--- src/rtl/sd_fifo_tail_s.sv ---
// Read side of the "S" srdy/drdy FIFO: issues memory reads and presents words through a 2-entry prefetch buffer.
// Optional build macro SDLIB_TAIL_USAGE_EN enables the p_usage occupancy output (tied to 0 otherwise).
module sd_fifo_tail_s #(
    parameter int unsigned depth = 16,
    parameter int unsigned width = 8,
    parameter int unsigned async = 0,
    parameter int unsigned asz   = $clog2(depth)
) (
    input  logic             clk,
    input  logic             reset,
    input  logic [asz:0]     wrptr_head,
    output logic [asz:0]     rdptr_tail,
    output logic [asz-1:0]   rd_addr,
    output logic             rd_en,
    input  logic [width-1:0] rd_data,
    output logic             p_srdy,
    input  logic             p_drdy,
    output logic [width-1:0] p_data,
    output logic [asz+1:0]   p_usage
);
    localparam int unsigned PW = asz + 1;

    logic [asz:0]       rdptr;
    logic [asz:0]       rdptr_nxt;
    logic [asz:0]       wrptr;
    logic               inflight;
    logic [1:0]         occ;
    logic [width-1:0]   buf0;
    logic [width-1:0]   buf1;
    logic               empty;
    logic               pop;
    logic [2:0]         load;

    function automatic logic [asz:0] grey2bin(input logic [asz:0] g);
        logic [asz:0] b;
        b      = g;
        for (int i = int'(PW) - 2; i >= 0; i--)
            b[i] = b[i+1] ^ g[i];
        return b;
    endfunction

    // Head pointer arrives binary or grey depending on clocking mode
    generate
        if (async != 0) begin : g_wr_grey
            assign wrptr = grey2bin(wrptr_head);
        end else begin : g_wr_bin
            assign wrptr = wrptr_head;
        end
    endgenerate

    assign empty   = (rdptr == wrptr);
    assign pop     = p_srdy & p_drdy;
    assign p_srdy  = (occ != 2'd0);
    assign p_data  = buf0;
    assign rd_addr = rdptr[asz-1:0];

    // Issue a read only when the buffer is guaranteed room once the read lands
    always_comb begin
        load      = 3'(occ) + 3'(inflight) - 3'(pop);
        rd_en     = 1'b0;
        rdptr_nxt = rdptr;
        if (!empty && (load < 3'd2)) begin
            rd_en     = 1'b1;
            rdptr_nxt = rdptr + PW'(1);
        end
    end

    always_ff @(posedge clk or posedge reset) begin
        if (reset) begin
            rdptr    <= '0;
            inflight <= 1'b0;
        end else begin
            rdptr    <= rdptr_nxt;
            inflight <= rd_en;
        end
    end

    // Two-entry FIFO-ordered output buffer; buf0 is always the oldest word
    always_ff @(posedge clk or posedge reset) begin
        if (reset) begin
            occ  <= 2'd0;
            buf0 <= '0;
            buf1 <= '0;
        end else begin
            case ({inflight, pop})
                2'b10: begin
                    if (occ == 2'd0) buf0 <= rd_data;
                    else             buf1 <= rd_data;
                    occ <= occ + 2'd1;
                end
                2'b01: begin
                    buf0 <= buf1;
                    occ  <= occ - 2'd1;
                end
                2'b11: begin
                    if (occ == 2'd1) begin
                        buf0 <= rd_data;
                    end else begin
                        buf0 <= buf1;
                        buf1 <= rd_data;
                    end
                end
                default: ;
            endcase
        end
    end

    // Grey-coded pointer is registered so the head sees a glitch-free single-bit change
    generate
        if (async != 0) begin : g_rd_grey
            always_ff @(posedge clk or posedge reset) begin
                if (reset) rdptr_tail <= '0;
                else       rdptr_tail <= rdptr_nxt ^ (rdptr_nxt >> 1);
            end
        end else begin : g_rd_bin
            assign rdptr_tail = rdptr;
        end
    endgenerate

`ifdef SDLIB_TAIL_USAGE_EN
    localparam int unsigned UW = asz + 2;
    logic [asz:0] diff;
    assign diff    = wrptr - rdptr;
    assign p_usage = UW'(diff) + UW'(inflight) + UW'(occ);
`else
    assign p_usage = '0;
`endif

endmodule

--- config.mk ---
export PLATFORM = sky130hd
export DESIGN_NAME = sd_fifo_tail_s
export DESIGN_NICKNAME = d
export VERILOG_FILES = /design/src/rtl/sd_fifo_tail_s.sv
export SDC_FILE = /design/constraint.sdc
export NUM_CORES = 1
export LEC_CHECK = 0
export CAP_MARGIN = 30
export CORE_MARGIN = 2
export CORE_UTILIZATION = 40
export CTS_CLUSTER_SIZE = 12
export DETAILED_ROUTE_END_ITERATION = 8
export PLACE_DENSITY = 0.69
export SYNTH_ARGS = -nofsm -noshare
export SYNTH_HDL_FRONTEND = slang
export SYNTH_SLANG_ARGS = --single-unit
--- constraint.sdc ---
create_clock -name clk -period 3.71 [get_ports clk]
set_input_delay 0.5565 -clock clk [delete_from_list [all_inputs] [get_ports clk]]
set_output_delay 0.5565 -clock clk [all_outputs]
set_load 0.02 [all_outputs]
==> reports/metrics.csv <==
stage,metric,value,unit
hold_path,hold_start,p_data[6],
cts,ctsRootBufferMaster,clkbuf_4,
yosys,syn_inst,113,
detailed_routing,wl_per_cell,12.34,µm
placement,gp_congestion,0.7335,
yosys,synthesis.area,1289,µm²
yosys,synth_xor_area_share,8.155,%
setup_path,crit_chain,inv_1 > ha_1 > nand2b_1 > xnor2_1 > nand2b_1 > fa_1 > xnor2_1 > nand2_1 > a21oi_2 > dlymetal6s2s_1,
sta,setup_violations,0,
sta,final.setup.tns,0,ps
detailed_routing,vias,860,
setup_path,endpoint_kind,output port,
floorplan,pin_count,41,
hold_path,hold_end,p_data[6],
detailed_routing,ant_nets,0,
hold_path,min_path_type,flop to flop,
outcome,status,"complete, no violations",
yosys,synthMuxAreaShare,14.37,%
setup_path,worstPathMaxFanout,4,
layout,area_growth,29.32,%
sta,worst_pin_slew,903.6,ps
job,max-cap-violations,0,
pwr,p_leak,0.0007653,µW
cts,cts_buffers,3,
setup_path,reg2regPathDepth,11,
sta,slew_viol_final,0,
detailed_routing,routed_wl,2319,µm
detailed_routing,vias_per_cell,4.574,
yosys,synth-seq-cells,24,
global_routing,grt_pass1_vias,866,
setup_path,critPathKind,flop to output port,
cts,cts_tree,built,
placement,place_hpwl,1656,µm
pwr,p_per_area,964.1,nW/µm²
setup_path,crit_required,3150,ps
yosys,synth_warnings,0,
yosys,synth_compound_area_share,7.961,%
setup_path,path_buf_inv,2,
floorplan,die_h,60.76,µm
detailed_routing,drt_iter0_drc,24,
placement,place_area,1610,µm²
setup_path,cp-start-kind,flop,
setup_path,r2r_start,occ[1],
setup_path,cpPeakStageDelay,430,ps
sta,period_needed,3191,ps
sta,slew_headroom,39.70,%
yosys,synth-simple-area-share,6.796,%
hold_path,holdPathStages,2,
floorplan,start_util,42.21,%
floorplan,die-area,3692,µm²
cts,cts.sinks,24,
setup_path,reg2reg_to,rdptr_tail[1],
detailed_routing,dr.pass1.iters,3,
cts,cts_buffer_depth,2,
placement,portBuffers,34,
setup_path,crit_arrival,2630,ps
global_routing,grtUsageTotal,13.80,%
yosys,synthAdderAreaFrac,6.019,%
layout,drive_above_1_share,13.19,%
yosys,yosysUniqueCellTypes,26,
setup_path,slowest_stage,dfrtp_2,
sta,whs,498.9,ps
global_routing,grt_max_degree,25,
global_routing,antenna_found_initial,0,
floorplan,dieWidth,60.76,µm
cts,worstSkewPairLatency,300,ps
layout,final_common_cell,clkdlybuf4s50_1,
yosys,yosysSeqAreaShare,46.60,%
yosys,synth_top_family_by_area,multiplexers,
sta,fmax,313.4,MHz
setup_path,crit_family,adder cells,
cts,path_clk_slew,130,ps
global_routing,grt_overflow,0,
floorplan,core-area,3053,µm²
sta,finalCritPeriodShare,86.00,%
detailed_routing,post-route-drc-count,0,
sta,hold_viol,0,
sta,rsz0062_at_grt,false,
setup_path,worst-r2r-setup-slack,1090,ps
layout,final_area,1667,µm²
cts,htree_levels,1,
layout,diodes,0,
floorplan,row_count,20,
layout,layout_common_cells,"33 x clkdlybuf4s50_1, 23 x dfrtp_1, 11 x nand2_1",
pwr,ir_worst_vdd,581.7,µV
setup_path,critical_path_depth,10,
global_routing,grt_pass1_wl,3822,µm
sta,finClkSkew,2.888,ps
layout,final_nets,165,
yosys,syn_avg_cell_area,11.40,µm²
## cells in the mapped netlist
master,number,area (µm²)
and3_1,1,6.260
maj3_1,2,20.02
a21boi_4,1,18.77
mux2i_1,8,80.08
buf_6,2,22.52
o21ai_0,6,30.03
conb_1,1,3.750
nand2_1,11,41.29
nor2_1,2,7.510
ha_1,3,37.54
buf_4,10,75.07
mux2_4,1,15.01
xnor2_1,3,26.28
nand3_1,2,10.01
xor2_1,9,78.83
inv_1,5,18.77
buf_2,2,10.01
a21oi_2,1,8.760
a211oi_1,3,22.52
dfrtp_1,24,600.6
o21ai_1,3,15.01
nor3_2,1,10.01
nand2b_1,2,12.51
fa_1,1,20.02
a21o_1,1,7.510
mux2_2,8,90.09
## final cells by class
type	instances	area, µm²
inverters	5	18.77
multi-input cells	75	580.6
clock buffers	3	22.52
clock inverters	1	30.03
repair buffers	36	357.8
flip-flops and latches	24	601.8
fillers	307	1386
well taps	44	55.05
## metrics by stage
step / utilization, % / cells / worst slack (ps) / power [µW]
CTS: 54.47 / 188 / 37.92 / 1632
detailed placement: 52.75 / 184 / 304.1 / 1433
global placement: 52.75 / 184 / 314.3 / 1408
floorplan: - / 118 / 912.0 / 1137
global route: 54.59 / 188 / 317.7 / 1732
finish: 54.59 / 188 / 519.2 / 1607
## worst max path at each step
| stage | from | to | slack (ps) |
|---|---|---|---|
| after floorplan | occ[1] | rd_en | 910 |
| after global placement | p_drdy | rd_en | 310 |
| after detailed placement | p_drdy | rd_en | 300 |
| after CTS | occ[1] | rd_en | 40 |
| after global routing | occ[1] | rd_en | 320 |
| final | occ[1] | rd_en | 520 |
## sequential cells by signal, summed over array words and instances (netlist names)
name,count
rdptr_tail,5
p_data,8
inflight,1
buf1,8
occ,2
## worst min-delay path: stages, from the launching register on
cell	delay, ps
dfrtp_1	370
nand2_1	50
o21ai_0	60
## power by group
part	switching [µW]	internal [µW]	leakage (µW)
Sequential	116	399	0.000288
Combinational	446	461	0.000449
Clock	75.5	109	0.0000279
## cell families after synthesis
family | after synthesis
flops | 24
mux | 17
fa+ha+maj | 6
xor+xnor | 12
buf+inv | 19
simple gates | 19
compound gates | 15
other cells | 1
## what timing repair did
action                                  CTS  global route
hold buffers                              0             0
setup buffers                             0             0
endpoints found under the setup margin    0             1
hold endpoints to repair                  0             0
gates resized for setup                   0             2
## layer usage
metal / global-route usage (%) / vias up / wire length, µm
met1: 16.58 / 402 / 1041
met3: 2.985 / 2 / 160
met5: 0 / - / 0
met4: 2.795 / 0 / 11
met2: 25.35 / 33 / 1106
li1: - / 423 / -
Note: power is estimated with default switching activity, not from simulation.
